**src/rtl/sd4_align_accumulator.sv**
```systemverilog
// SD4 align/accumulate stage: aligns signed-magnitude products to a running
// max exponent and sums N_TERMS of them. Optional rounding: SD4_ALIGN_ROUND_EN.
module sd4_align_accumulator #(
  parameter int N_TERMS   = 4,
  parameter int ALIGN_POS = 5
) (
  input  logic        clk,
  input  logic        rst,
  input  logic        flush,
  input  logic        in_valid,
  output logic        in_ready,
  input  logic        in_sign,
  input  logic [10:0] in_mant,
  input  logic [5:0]  in_exp,
  output logic        out_valid,
  input  logic        out_ready,
  output logic [19:0] signed_sum,
  output logic [5:0]  exp_max
);

  typedef enum logic [1:0] {
    IDLE,
    ACCUM,
    OUT
  } state_t;

  localparam logic [3:0] LAST = 4'(N_TERMS - 1);

  state_t             state_q, state_d;
  logic signed [19:0] acc_q, acc_d;
  logic [5:0]         acc_exp_q, acc_exp_d;
  logic [3:0]         cnt_q, cnt_d;
  logic               acc_empty_q, acc_empty_d;
  logic               out_valid_q, out_valid_d;
  logic [19:0]        sum_q, sum_d;
  logic [5:0]         exp_max_q, exp_max_d;

  logic [19:0]        a_op;
  logic signed [6:0]  ediff;
  logic               exp_up;
  logic [6:0]         dp;
  logic [4:0]         sa;
  logic [19:0]        a_sh;
  logic signed [19:0] acc_sh;
  logic [19:0]        a_neg;
  logic [19:0]        term;
  logic signed [19:0] acc_new;
  logic               accept;
  logic               out_hs;

  assign a_op   = 20'(in_mant) << ALIGN_POS;
  assign ediff  = {in_exp[5], in_exp} - {acc_exp_q[5], acc_exp_q};
  assign exp_up = !ediff[6] && (ediff != 7'sd0);
  assign dp     = 7'(-ediff);
  assign sa     = (ediff > 7'sd19) ? 5'd19 : ediff[4:0];

  assign in_ready = (state_q != OUT) && !flush;
  assign accept   = in_valid && in_ready;
  assign out_hs   = out_valid_q && out_ready;

`ifdef SD4_ALIGN_ROUND_EN
  logic [19:0]        a_pre;
  logic signed [19:0] acc_pre;
`endif

  // Align the product (down) or the accumulator (up) to the larger exponent
  always_comb begin
    a_sh   = a_op;
    acc_sh = acc_q;
`ifdef SD4_ALIGN_ROUND_EN
    a_pre   = '0;
    acc_pre = '0;
`endif
    if (exp_up) begin
`ifdef SD4_ALIGN_ROUND_EN
      acc_pre = acc_q >>> (sa - 5'd1);
      acc_sh  = (acc_pre >>> 1) + 20'sd0 + {19'd0, acc_pre[0]};
`else
      acc_sh = acc_q >>> sa;
`endif
    end else if (dp >= 7'd16) begin
      a_sh = '0;
    end else if (dp != 7'd0) begin
`ifdef SD4_ALIGN_ROUND_EN
      a_pre = a_op >> (dp - 7'd1);
      a_sh  = (a_pre >> 1) + {19'd0, a_pre[0]};
`else
      a_sh = a_op >> dp;
`endif
    end
  end

  // Signed contribution and new accumulator value for an accepted product
  always_comb begin
    a_neg = -a_op;
    term  = in_sign ? -a_sh : a_sh;
    if (acc_empty_q) begin
      acc_new = in_sign ? a_neg : a_op;
    end else if (exp_up) begin
      acc_new = acc_sh + (in_sign ? a_neg : a_op);
    end else begin
      acc_new = acc_q + term;
    end
  end

  // Next-state: flush first, then output handshake, then product acceptance
  always_comb begin
    state_d     = state_q;
    acc_d       = acc_q;
    acc_exp_d   = acc_exp_q;
    cnt_d       = cnt_q;
    acc_empty_d = acc_empty_q;
    out_valid_d = out_valid_q;
    sum_d       = sum_q;
    exp_max_d   = exp_max_q;
    if (flush) begin
      state_d     = IDLE;
      acc_d       = '0;
      acc_exp_d   = '0;
      cnt_d       = '0;
      acc_empty_d = 1'b1;
      out_valid_d = 1'b0;
      sum_d       = '0;
      exp_max_d   = '0;
    end else if (state_q == OUT) begin
      if (out_hs) begin
        state_d     = IDLE;
        acc_d       = '0;
        acc_exp_d   = '0;
        cnt_d       = '0;
        acc_empty_d = 1'b1;
        out_valid_d = 1'b0;
      end
    end else if (accept) begin
      if (in_mant != 11'd0) begin
        acc_d       = acc_new;
        acc_exp_d   = acc_empty_q ? in_exp
                    : (exp_up ? in_exp : acc_exp_q);
        acc_empty_d = 1'b0;
      end
      cnt_d = cnt_q + 4'd1;
      if (cnt_q == LAST) begin
        state_d     = OUT;
        out_valid_d = 1'b1;
        sum_d       = acc_d;
        exp_max_d   = acc_exp_d;
      end else begin
        state_d = ACCUM;
      end
    end
  end

  // State and datapath registers
  always_ff @(posedge clk or posedge rst) begin
    if (rst) begin
      state_q     <= IDLE;
      acc_q       <= '0;
      acc_exp_q   <= '0;
      cnt_q       <= '0;
      acc_empty_q <= 1'b1;
      out_valid_q <= 1'b0;
      sum_q       <= '0;
      exp_max_q   <= '0;
    end else begin
      state_q     <= state_d;
      acc_q       <= acc_d;
      acc_exp_q   <= acc_exp_d;
      cnt_q       <= cnt_d;
      acc_empty_q <= acc_empty_d;
      out_valid_q <= out_valid_d;
      sum_q       <= sum_d;
      exp_max_q   <= exp_max_d;
    end
  end

  assign out_valid  = out_valid_q;
  assign signed_sum = sum_q;
  assign exp_max    = exp_max_q;

endmodule

```
**config.mk**
```make
export PLATFORM = sky130hd
export DESIGN_NAME = sd4_align_accumulator
export DESIGN_NICKNAME = d
export VERILOG_FILES = /design/src/rtl/sd4_align_accumulator.sv
export SDC_FILE = /design/constraint.sdc
export NUM_CORES = 1
export LEC_CHECK = 0
export ABC_CLOCK_PERIOD_IN_PS = 7300
export CAP_MARGIN = 20
export CELL_PAD_IN_SITES_DETAIL_PLACEMENT = 1
export CELL_PAD_IN_SITES_GLOBAL_PLACEMENT = 1
export CORE_UTILIZATION = 46
export DETAILED_ROUTE_END_ITERATION = 7
export PLACE_DENSITY_LB_ADDON = 0.1
export SKIP_LAST_GASP = 1
export SLEW_MARGIN = 10
export SYNTH_ARGS = -nofsm -noshare
export SYNTH_HDL_FRONTEND = slang
export SYNTH_SLANG_ARGS = --single-unit
```
**constraint.sdc**
```tcl
create_clock -name clk -period 7.3 [get_ports clk]
set_input_delay 2.19 -clock clk [delete_from_list [all_inputs] [get_ports clk]]
set_output_delay 2.19 -clock clk [all_outputs]
set_load 0.02 [all_outputs]
```
==> results by group, run 1 <==
Synth
  – FFs w/ async S/R, synth: 1.00
  – Post-synthesis register bit count: 60
  – Library cells used by synthesis: 90
  – Syn nets: 1005
  – Register area share after synthesis: 0.201
  – Syn Area/Cell: 8.00 µm²
  – Largest cells by area after synthesis: dfrtp_1, ha_1, nand2_1
  – EDFF count, synth: 0
  – Synth top area share: 0.198
  – Syn Inst Count: 933
  – Ys Warns: 0
  – Cell with the most instances after synthesis: nand2_1
  – Synth area leader: dfrtp_1
  – Post-synth top cells: nand2_1, o21ai_0, nor2_1, dfrtp_1, a21oi_1
  – Ys flop type: dfrtp_1
  – Mapped Area: approximately 0.0075 mm²

Clock tree
  – Worst-case clock buffer depth: 2
  – # clock sinks: 60
  – Clk root buf: clkbuf_16
  – CTS Buf Count: 9
  – H-Tree Depth: 3
  – CTS Hold Buffers Added: 0

Floorplanning
  – I/O pin count: a little over 50
  – Row count: 46
  – Die width: 129 µm
  – Die Y: between 100 and 150 µm
  – Effective utilization at floorplan: 0.470

Place
  – DP Worst Slack: -1.55 ns
  – Routability congestion estimate from global placement: 0.998
  – Post-DP Area: a little under 0.01 mm²
  – IO buf count: 50
  – DP HPWL: 26300 µm

Run status
  – Stage where the run ended: global routing
  – Result of the run: aborted with a tool error
  – Log Error: [ERROR GRT-0228] Horizontal edge usage exceeds the maximum allowed. (13, 0) usage=65535 limit=3200

GRT
  – Largest net degree at the start of global routing: between 60 and 70

STA
  – Worst EP kind: register data pin
  – Grt repair worst endpoint: signed_sum[17]$_DFFE_PP0P_/D
kinds of logic after synthesis:
logic type               after synthesis  synth area share
adder cells (fa/ha/maj)               49            0.0852
AO/OA/AOI/OAI                        325             0.302
buffers and inverters                 83            0.0449
XOR/XNOR                              61            0.0775
flip-flops                            60             0.201
multiplexers                          52             0.101
AND/OR/NAND/NOR                      303             0.187
through the flow:
step / std cells / hold WS [ns] / TNS, ns
global placement: 1376 / 0.461 / -23.20
detailed placement: 1376 / 0.480 / -31.78
CTS: 1425 / 0.506 / -1.65
floorplan: 933 / 0.447 / -1.00
timing repair:
| item | CTS |
|---|---|
| pin swaps | 45 |
| endpoints found under the hold margin | 0 |
| endpoints found under the setup margin | 30 |
| gates resized for setup | 88 |
| buffers inserted | 36 |
==> run 2, diff against run 1 <==
CELL_PAD_IN_SITES_DETAIL_PLACEMENT = not set   (was 1)
CELL_PAD_IN_SITES_GLOBAL_PLACEMENT = not set   (was 1)
CORE_UTILIZATION = 40   (was 46)
PLACE_DENSITY_LB_ADDON = 0.15   (was 0.1)
==> run 2 against run 1 <==
Against the previous run: the flow now finishes, with violations (design-rule violations, negative setup slack); synthesized cell count unchanged; synthesized area unchanged.
==> results by group, run 2 <==
STA
  – Least-Margin Pin Slew: 0.966 ns
  – RSZ-0062 raised after global routing: true
  – Setup Viol. Count Final: 10
  – Fmax: 0.133 GHz
  – Final WS setup: -0.225 ns
  – Max Slew Vio Count: 0
  – Period utilization: 1.03
  – Min Tclk post-route: 7.53 ns
  – Fin Clk Skew: 0.00404 ns
  – Final Hold Viols: 0
  – Worst slew margin: 0.356

Hold path
  – Hold path depth: 1
  – Worst min path class: register to register
  – Hold path startpoint: signed_sum[16]
  – End of the worst hold path: signed_sum[16]

Floorplanning
  – Die area: 0.0192 mm²
  – Row count: 49
  – I/O pin count: 51
  – Die Y: 139 µm
  – Die width: 139 µm
  – Effective utilization at floorplan: 0.411
  – Core area: between 0.015 and 0.02 mm²

Critical path
  – RR Startpoint: acc_exp_q[0]
  – CP max FO: 7
  – R2r worst-path depth: 28
  – Setup crit end kind: register
  – CP arrival: between 7 and 8 ns
  – Critical path's slowest cell: fa_2
  – Worst path required time: 7.50 ns
  – CP peak stage delay: 0.62 ns
  – Reg2Reg Setup Slack: around 1.3 ns
  – Critical setup path kind: input pin to register
  – R2R Path End: signed_sum[17]
  – Crit start category: input pin

Pwr
  – Sw Ratio: 0.404
  – Clock Power Share: 0.189
  – Int Power: 1.58 mW
  – Power per cell area: 242 mW/mm²
  – P_leak: 4.81 nW
  – Seq pwr share: 0.152
  – Peak supply drop: ~0.13 mV
  – Total Power: 2.65 mW
  – Gate power share: 0.659
  – P_sw: 1.07 mW

Synth
  – Synth area leader: dfrtp_1
  – Synth top area share: 0.198
  – XOR/XNOR share of the synthesized area: 0.0775
  – Ys flop type: dfrtp_1
  – FFs w/ async S/R, synth: 1.00
  – Library cells used by synthesis: 90
  – Post-synthesis register bit count: 60
  – Largest family of logic cells by synthesized area: compound AO/OA/AOI/OAI gates
  – Post-synthesis adder-cell area fraction: 0.0852
  – EDFF count, synth: 0
  – Syn Area/Cell: 8.00 µm²
  – Synth Area in Simple Gates: 0.187
  – Largest cells by area after synthesis: dfrtp_1, ha_1, nand2_1
  – Ys Warns: 0
  – Syn nets: ~1000
  – Register area share after synthesis: 0.201
  – Mapped Area: between 0.007 and 0.008 mm²
  – Cell with the most instances after synthesis: nand2_1
  – Post-synth top cells: nand2_1, o21ai_0, nor2_1, dfrtp_1, a21oi_1
  – Post-synthesis compound-gate area fraction: 0.302
  – Syn Inst Count: 933
  – Mux cell area share after synthesis: 0.101

Place
  – DP Worst Slack: -1.32 ns
  – IO buf count: 50
  – Routability congestion estimate from global placement: 0.995
  – Post-DP Area: around 0.01 mm²
  – DP HPWL: 20800 µm
  – Placed cells: 1391

GRT
  – Remaining Overflow, GRT: 0
  – First-pass GRT wire length: 42300 µm
  – Vias in the first global route: 7874
  – Initial antenna violation count: 0
  – Gr usage total: 0.278
  – Largest net degree at the start of global routing: between 60 and 70

Detailed routing
  – DR DRC count: 2
  – Via density: 5.80
  – Iteration count of the initial detailed-routing pass: 7
  – Antenna-violating nets left: 0
  – Routed WL: 26900 µm
  – Average wire per standard cell: 18.8 µm
  – Initial DRC count: 631
  – Vias post-DR: 8321

Final layout
  – Fin area: 0.0109 mm²
  – Fillers: 1654
  – Area growth, synth to finish: 46.6%
  – Fraction of layout cells with a size suffix above 1: 0.349
  – Most common cell after layout, fill and taps aside: buf_4
  – Diode count: 0
  – Most frequent cells in the layout: buf_4, nand2_1, nor2_1
  – Post-Layout Cell Count: 1434
  – Fin nets: 1272

Job
  – Max-cap violation count: 0

Clock tree
  – Worst-Skew Late Latency: between 0.3 and 0.4 ns
  – CTS Buf Count: 9
  – # clock sinks: 60
  – CTS Hold Buffers Added: 0
  – H-Tree Depth: 3
  – Reg clk slew, reported paths: 0.05 ns
  – Clk root buf: clkbuf_16
  – Worst-case clock buffer depth: 2
  – CTS tree: done

Run status
  – Violated checks: design-rule violations, negative setup slack
  – Result of the run: finished, violations left
run 2: layer usage:
layer / track usage / vias up / wire, µm
li1: - / 4006 / -
met1: 0.370 / 3919 / 11700
met2: 0.458 / 326 / 12700
met3: 0.0304 / 70 / 1500
met4: 0.118 / 0 / 1010
met5: 0 / - / 0
run 2: layout make-up:
cell class	count	area (µm²)	share of cell area
Clock buffer	10	239	0.0218
Clock inverter	6	111	0.0102
Inverter	29	124	0.0113
Multi-Input combinational cell	790	6180	0.565
Sequential cell	60	1500	0.137
Tap cell	229	287	0.0262
Timing Repair Buffer	310	2500	0.228
run 2: logic make-up (layout without fill, tap and decap cells):
kind of cell	count (synthesis)	in the layout
adders and majority gates	49	49
xor gates and xnor gates	61	61
buffers and inverters	83	355
DFF	60	60
muxes	52	52
and+or+nand+nor	303	303
AOI/OAI and AO/OA	325	325
run 2: worst max-delay path by stage:
| stage | from | endpoint | cells past startpoint |
|---|---|---|---|
| after floorplan | in_exp[0] | acc_q[19] | 28 |
| after global placement | in_exp[0] | signed_sum[18] | 28 |
| after detailed placement | in_exp[0] | signed_sum[18] | 28 |
| after CTS | in_exp[0] | acc_q[19] | 28 |
| after global routing | in_exp[4] | signed_sum[17] | 28 |
| final | in_exp[0] | signed_sum[17] | 30 |
run 2: repair_timing:
action                                 in CTS  in global routing
pin swaps                                  35                 45
buffers inserted                           13                 15
endpoints found under the hold margin       0                  0
setup endpoints to repair                  28                 24
resized for setup                          59                 46
gates cloned                                0                  0
run 2: worst max-delay path, delay by kind of cell:
family                     cells  cell delay, ns
AOI/OAI and AO/OA             13            2.11
muxes                          1            0.50
adders and majority gates      5            1.53
xor gates and xnor gates       1            0.13
and+or+nand+nor                5            0.75
buffers and inverters          5            0.48
run 2: power groups by stage:
| stage | clock network, mW | registers, mW | logic [mW] |
|---|---|---|---|
| 6_report | 0.500 | 0.402 | 1.75 |
| 5_1_grt | 0.519 | 0.405 | 1.89 |
| 4_1_cts | 0.506 | 0.400 | 1.64 |
| 3_5_place_dp | 0 | 0.405 | 1.57 |
| 3_3_place_gp | 0 | 0.405 | 1.56 |
| 2_1_floorplan | 0 | 0.382 | 0.936 |
run 2: through the flow:
stage          setup TNS (ns)  hold slack (ns)   util
2_1_floorplan           -1.00            0.447      -
3_3_place_gp           -23.65            0.461  0.550
3_5_place_dp           -25.94            0.467  0.550
4_1_cts                 -1.08            0.477  0.585
5_1_grt                 -5.77            0.498  0.603
6_report                -1.18            0.474  0.603
(Power assumes the default switching activity.)
==> run 3, diff against run 2 <==
CORE_UTILIZATION = 55   (was 40)
GPL_TIMING_DRIVEN = 1   (was not set)
==> run 3 against run 2 <==
Against the previous run: the run ends with negative setup slack left; sequential share of layout area is 0.14 points lower; clock power fell by 6.2%; register-to-register slack better by 0.02 ns; power is 3.1% higher; combinational power increased by 6%; clock-buffer cell count is the same; global-route usage up 12 points; non-clock buffer count grew 14; clock skew rose by 0.0040 ns; die area fell by 27%; highest routed layer unchanged.
==> results by group, run 3 (synthesis results as in run 2) <==
Run status
  – Result of the run: finished, violations left
  – Violated checks: negative setup slack

STA
  – Period utilization: 1.03
  – Max Slew Vio Count: 0
  – Fmax: 0.133 GHz
  – Final WS setup: -0.194 ns
  – Setup Viol. Count Final: 10
  – Min Tclk post-route: around 7.5 ns
  – Fin Clk Skew: between 0.008 and 0.009 ns
  – Worst slew margin: 0.294
  – Final Hold Viols: 0
  – Least-Margin Pin Slew: 1.05 ns
  – RSZ-0062 raised after global routing: true

Clock tree
  – H-Tree Depth: 3
  – Reg clk slew, reported paths: 0.05 ns
  – Worst-Skew Late Latency: between 0.3 and 0.4 ns
  – # clock sinks: 60
  – CTS tree: done
  – Worst-case clock buffer depth: 2
  – CTS Buf Count: 9
  – Clk root buf: clkbuf_16

Place
  – Routability congestion estimate from global placement: ~1.0
  – IO buf count: 50
  – DP HPWL: 20100 µm
  – DP Worst Slack: -1.37 ns

Critical path
  – Setup crit end kind: register
  – Reg2Reg Setup Slack: 1.30 ns
  – Crit start category: input pin
  – Worst path required time: 7.54 ns
  – Critical setup path kind: input pin to register
  – CP arrival: 7.73 ns
  – Worst setup path start: in_exp[0]
  – RR Startpoint: acc_exp_q[0]
  – CP max FO: 9

Final layout
  – Final core occ: 0.835
  – Fin nets: 1286
  – Most common cell after layout, fill and taps aside: buf_4
  – Area growth, synth to finish: 48.1%
  – Fillers: 832
  – Multi-input logic area: ~0.0063 mm²
  – Fraction of layout cells with a size suffix above 1: 0.372
  – Most frequent cells in the layout: buf_4, nand2_1, nor2_1
  – Reg area: 0.00150 mm²
  – Diode count: 0

Floorplanning
  – I/O pin count: 51
  – Effective utilization at floorplan: 0.564
  – Die Y: 118 µm
  – Core area: 0.0132 mm²
  – Row count: between 40 and 50
  – Die width: approximately 120 µm
  – Die area: 0.0140 mm²

GRT
  – Vias in the first global route: 8781
  – Remaining Overflow, GRT: 0
  – First-pass GRT wire length: 44100 µm
  – Gr usage total: 0.397
  – Initial antenna violation count: 0
  – Largest net degree at the start of global routing: 61

Detailed routing
  – Antenna-violating nets left: 0
  – Initial DRC count: 864
  – Via density: 6.46
  – DR DRC count: 0
  – Routed WL: 29000 µm
  – Average wire per standard cell: 20.8 µm
  – Vias post-DR: approximately 9000
  – Iteration count of the initial detailed-routing pass: 7

Pwr
  – Int Power: 1.59 mW
  – P_leak: between 4 and 5 nW
  – Gate power share: 0.680
  – Sw Ratio: 0.418
  – Clock Power Share: 0.172
  – P_sw: about 1.1 mW
  – Seq pwr share: 0.148
  – Power per cell area: 247 mW/mm²
  – Peak supply drop: 0.146 mV

Hold path
  – Hold path startpoint: signed_sum[16]
  – Worst min path class: register to register

Job
  – Max-cap violation count: 0
## run 3: final timing paths
kind	end	cells past startpoint
setup / recovery	acc_q[19]	28
max in group asynchronous	signed_sum[5]	3
min in group asynchronous	cnt_q[2]	3
setup reg to reg	acc_q[19]	26
hold reg to reg	signed_sum[16]	1
hold / removal	signed_sum[16]	1
## run 3: layer usage
layer | share of wire | global-route usage | vias up
li1 | - | - | 4025
met1 | 0.38 | 0.479 | 4325
met2 | 0.49 | 0.689 | 518
met4 | 0.059 | 0.214 | 0
met5 | 0 | 0 | -
met3 | 0.076 | 0.0507 | 139
## run 3: stage by stage
| step | power (mW) | hold WS, ns | setup TNS (ns) | area [µm²] | std cells |
|---|---|---|---|---|---|
| after detailed placement | 1.97 | 0.466 | -25.41 | 9920 | 1340 |
| final | 2.73 | 0.477 | -0.967 | 11100 | 1395 |
| after floorplan | 1.32 | 0.447 | -1.00 | 7650 | 933 |
| after global routing | 2.86 | 0.511 | -5.02 | 11100 | 1395 |
| after global placement | 1.95 | 0.459 | -23.16 | 9920 | 1340 |
| after CTS | 2.55 | 0.476 | -0.223 | 10700 | 1381 |
## run 3: worst max-delay path, cell delays in order
cell,delay (ns)
buf_12,0.10
inv_12,0.03
ha_4,0.16
fa_2,0.58
inv_4,0.06
ha_4,0.14
or3_4,0.33
a31oi_4,0.19
o21ai_4,0.08
buf_4,0.17
nand2_8,0.10
mux4_2,0.55
o21ai_1,0.21
a32o_1,0.18
o22ai_2,0.09
fa_2,0.41
a21o_1,0.18
a21oi_2,0.17
o21bai_1,0.10
a31oi_1,0.26
o21ai_1,0.14
o41ai_2,0.39
buf_4,0.18
o21ai_2,0.05
xnor2_1,0.13
nor2_1,0.09
a21o_1,0.21
a311oi_1,0.25
## run 3: what timing repair did
item | 4_1_cts | 5_1_grt
pin swaps | 49 | 30
hold buffers | 0 | 0
resized for setup | 72 | 66
endpoints found under the setup margin | 28 | 19
setup buffers | 25 | 15
## run 3: layout make-up
type / count / area share
Inverter: 29 / 0.0112
Clock inverter: 6 / 0.00781
Tap cell: 176 / 0.0199
Clock buffer: 10 / 0.0216
Sequential cell: 60 / 0.136
Timing Repair Buffer: 324 / 0.234
Multi-Input combinational cell: 790 / 0.569
## run 3: power groups by stage
stage	clock, mW	combinational [mW]	sequential (mW)
6_report	0.469	1.86	0.405
4_1_cts	0.469	1.68	0.400
5_1_grt	0.483	1.98	0.405
2_1_floorplan	0	0.936	0.382
3_5_place_dp	0	1.57	0.405
3_3_place_gp	0	1.54	0.404
==> run 4, diff against run 3 <==
CORE_MARGIN = 10   (was not set)
RECOVER_POWER = 25   (was not set)
==> run 4 against run 3 <==
Against the previous run: the flow finishes with violations (max-capacitance violations, max-slew violations, negative setup slack); largest power group unchanged; clock-buffer cell count is 1 higher; core utilization down 1.4 points; worst hold slack about the same.
==> results by group, run 4 (synthesis results as in run 2) <==
Critical path
  – R2r worst-path depth: 25
  – CP arrival: 7.62 ns
  – Critical setup path kind: input pin to register
  – Crit start category: input pin
  – CP max FO: 4
  – RR Startpoint: acc_exp_q[0]
  – Reg2Reg Setup Slack: roughly 1.4 ns
  – Setup crit end kind: register
  – Worst path required time: approximately 7.5 ns
  – R2R Path End: acc_q[19]

STA
  – Worst slew margin: -1.13
  – RSZ-0062 raised after global routing: true
  – Final WS setup: -0.152 ns
  – Max Slew Vio Count: 61
  – Fmax: 0.134 GHz
  – Fin Clk Skew: 0.00903 ns
  – Period utilization: 1.02
  – Min Tclk post-route: roughly 7.5 ns
  – Least-Margin Pin Slew: roughly 3.2 ns
  – Final Hold Viols: 0
  – Setup Viol. Count Final: 5
  – Setup TNS: -0.427 ns

Clock tree
  – CTS tree: done
  – CTS Buf Count: 9
  – Worst-Skew Late Latency: 0.33 ns
  – H-Tree Depth: 3
  – # clock sinks: 60
  – Worst-case clock buffer depth: 2
  – Clk root buf: clkbuf_16
  – Reg clk slew, reported paths: approximately 0.050 ns

Hold path
  – Hold path startpoint: signed_sum[16]
  – Worst min path class: register to register
  – End of the worst hold path: signed_sum[16]
  – Hold path depth: 1

Final layout
  – Fin nets: between 1000 and 1500
  – Most frequent cells in the layout: buf_4, nand2_1, nor2_1
  – Fraction of layout cells with a size suffix above 1: 0.360
  – Diode count: 0
  – Area growth, synth to finish: 45.6%
  – Final core occ: 0.820
  – Most common cell after layout, fill and taps aside: buf_4

Pwr
  – Int Power: 1.46 mW
  – Seq pwr share: 0.158
  – Power per cell area: around 240 mW/mm²
  – P_leak: approximately 4.8 nW
  – Clock Power Share: 0.148
  – Peak supply drop: around 0.15 mV
  – Gate power share: 0.695
  – Sw Ratio: 0.428
  – P_sw: between 1 and 1.5 mW

GRT
  – Remaining Overflow, GRT: 0
  – Vias in the first global route: 8351
  – Largest net degree at the start of global routing: 61
  – First-pass GRT wire length: 42900 µm
  – Gr usage total: 0.284
  – Initial antenna violation count: 0

Floorplanning
  – Die Y: between 100 and 150 µm
  – Core area: between 0.01 and 0.015 mm²
  – Effective utilization at floorplan: 0.564
  – Die area: 0.0186 mm²
  – Die width: 136 µm
  – I/O pin count: between 50 and 60
  – Row count: 42

Job
  – Max-cap violation count: 1

Place
  – IO buf count: 50
  – DP HPWL: 20500 µm
  – DP Worst Slack: -1.35 ns
  – Routability congestion estimate from global placement: 1.00

Detailed routing
  – Via density: 6.32
  – DR DRC count: 0
  – Iteration count of the initial detailed-routing pass: 6
  – Initial DRC count: approximately 1000
  – Vias post-DR: a little under 9000
  – Routed WL: 27800 µm
  – Average wire per standard cell: 20.1 µm
  – Antenna-violating nets left: 0

Run status
  – Violated checks: max-capacitance violations, max-slew violations, negative setup slack
  – Result of the run: finished, violations left
run 4: worst max-delay path: stages:
cell and delay, ns:
buf_12 0.09, inv_12 0.03, ha_4 0.15, fa_2 0.58, inv_4 0.05, buf_6 0.11
or4_4 0.51, mux2i_4 0.20, nand4_4 0.17, o32a_4 0.43, buf_6 0.14, o31ai_4 0.25
a22oi_2 0.10, nand2_1 0.08, or2_4 0.12, nand2_1 0.08, xnor2_2 0.16, ha_1 0.33
and2_1 0.18, a31oi_4 0.11, a21oi_2 0.20, o221ai_2 0.12, a211o_1 0.35, o21ai_1 0.25
xnor2_2 0.16, a2111oi_4 0.39, a311oi_2 0.08
run 4: timing repair:
item | CTS | global route
buffers inserted | 6 | 13
hold buffers | 0 | 0
resized for setup | 51 | 76
endpoints found under the setup margin | 28 | 23
pin swaps | 29 | 27
cloned | 0 | 0
run 4: worst max-delay path by stage:
stage	slack [ns]	from	endpoint
after floorplan	-0.22	in_exp[0]	acc_q[19]
after global placement	-1.23	in_exp[0]	signed_sum[18]
after detailed placement	-1.35	in_exp[0]	signed_sum[18]
after CTS	-0.16	in_exp[0]	signed_sum[18]
after global routing	-0.42	in_exp[0]	signed_sum[18]
final	-0.15	in_exp[0]	acc_q[19]
run 4: power by group through the flow:
stage | sequential, mW | combinational, mW | clock, mW
global placement | 0.403 | 1.54 | 0
CTS | 0.398 | 1.62 | 0.376
finish | 0.403 | 1.78 | 0.378
detailed placement | 0.403 | 1.57 | 0
global route | 0.404 | 1.91 | 0.390
floorplan | 0.382 | 0.936 | 0
run 4: routing by layer:
metal | vias up | GRT usage | share of wire
li1 | 4005 | - | -
met1 | 4168 | 0.356 | 0.39
met2 | 433 | 0.474 | 0.48
met3 | 110 | 0.0400 | 0.079
met4 | 0 | 0.132 | 0.050
met5 | - | 0 | 0
run 4: stage by stage:
step | total power [mW] | hold WS [ns] | cell area, µm² | cells
after global placement | 1.95 | 0.458 | 9980 | 1345
after global routing | 2.70 | 0.502 | 10900 | 1380
after CTS | 2.39 | 0.479 | 10400 | 1366
after detailed placement | 1.97 | 0.465 | 9980 | 1345
after floorplan | 1.32 | 0.447 | 7650 | 933
final | 2.56 | 0.477 | 10900 | 1380
run 4: cell type report:
type,count,area [µm²]
Inverter,29,124
Multi-Input combinational cell,790,6250
Clock buffer,11,233
Timing Repair Buffer,310,2510
Sequential cell,60,1500
Tap cell,176,220
Clock inverter,4,27.5
Fill cell,874,2380
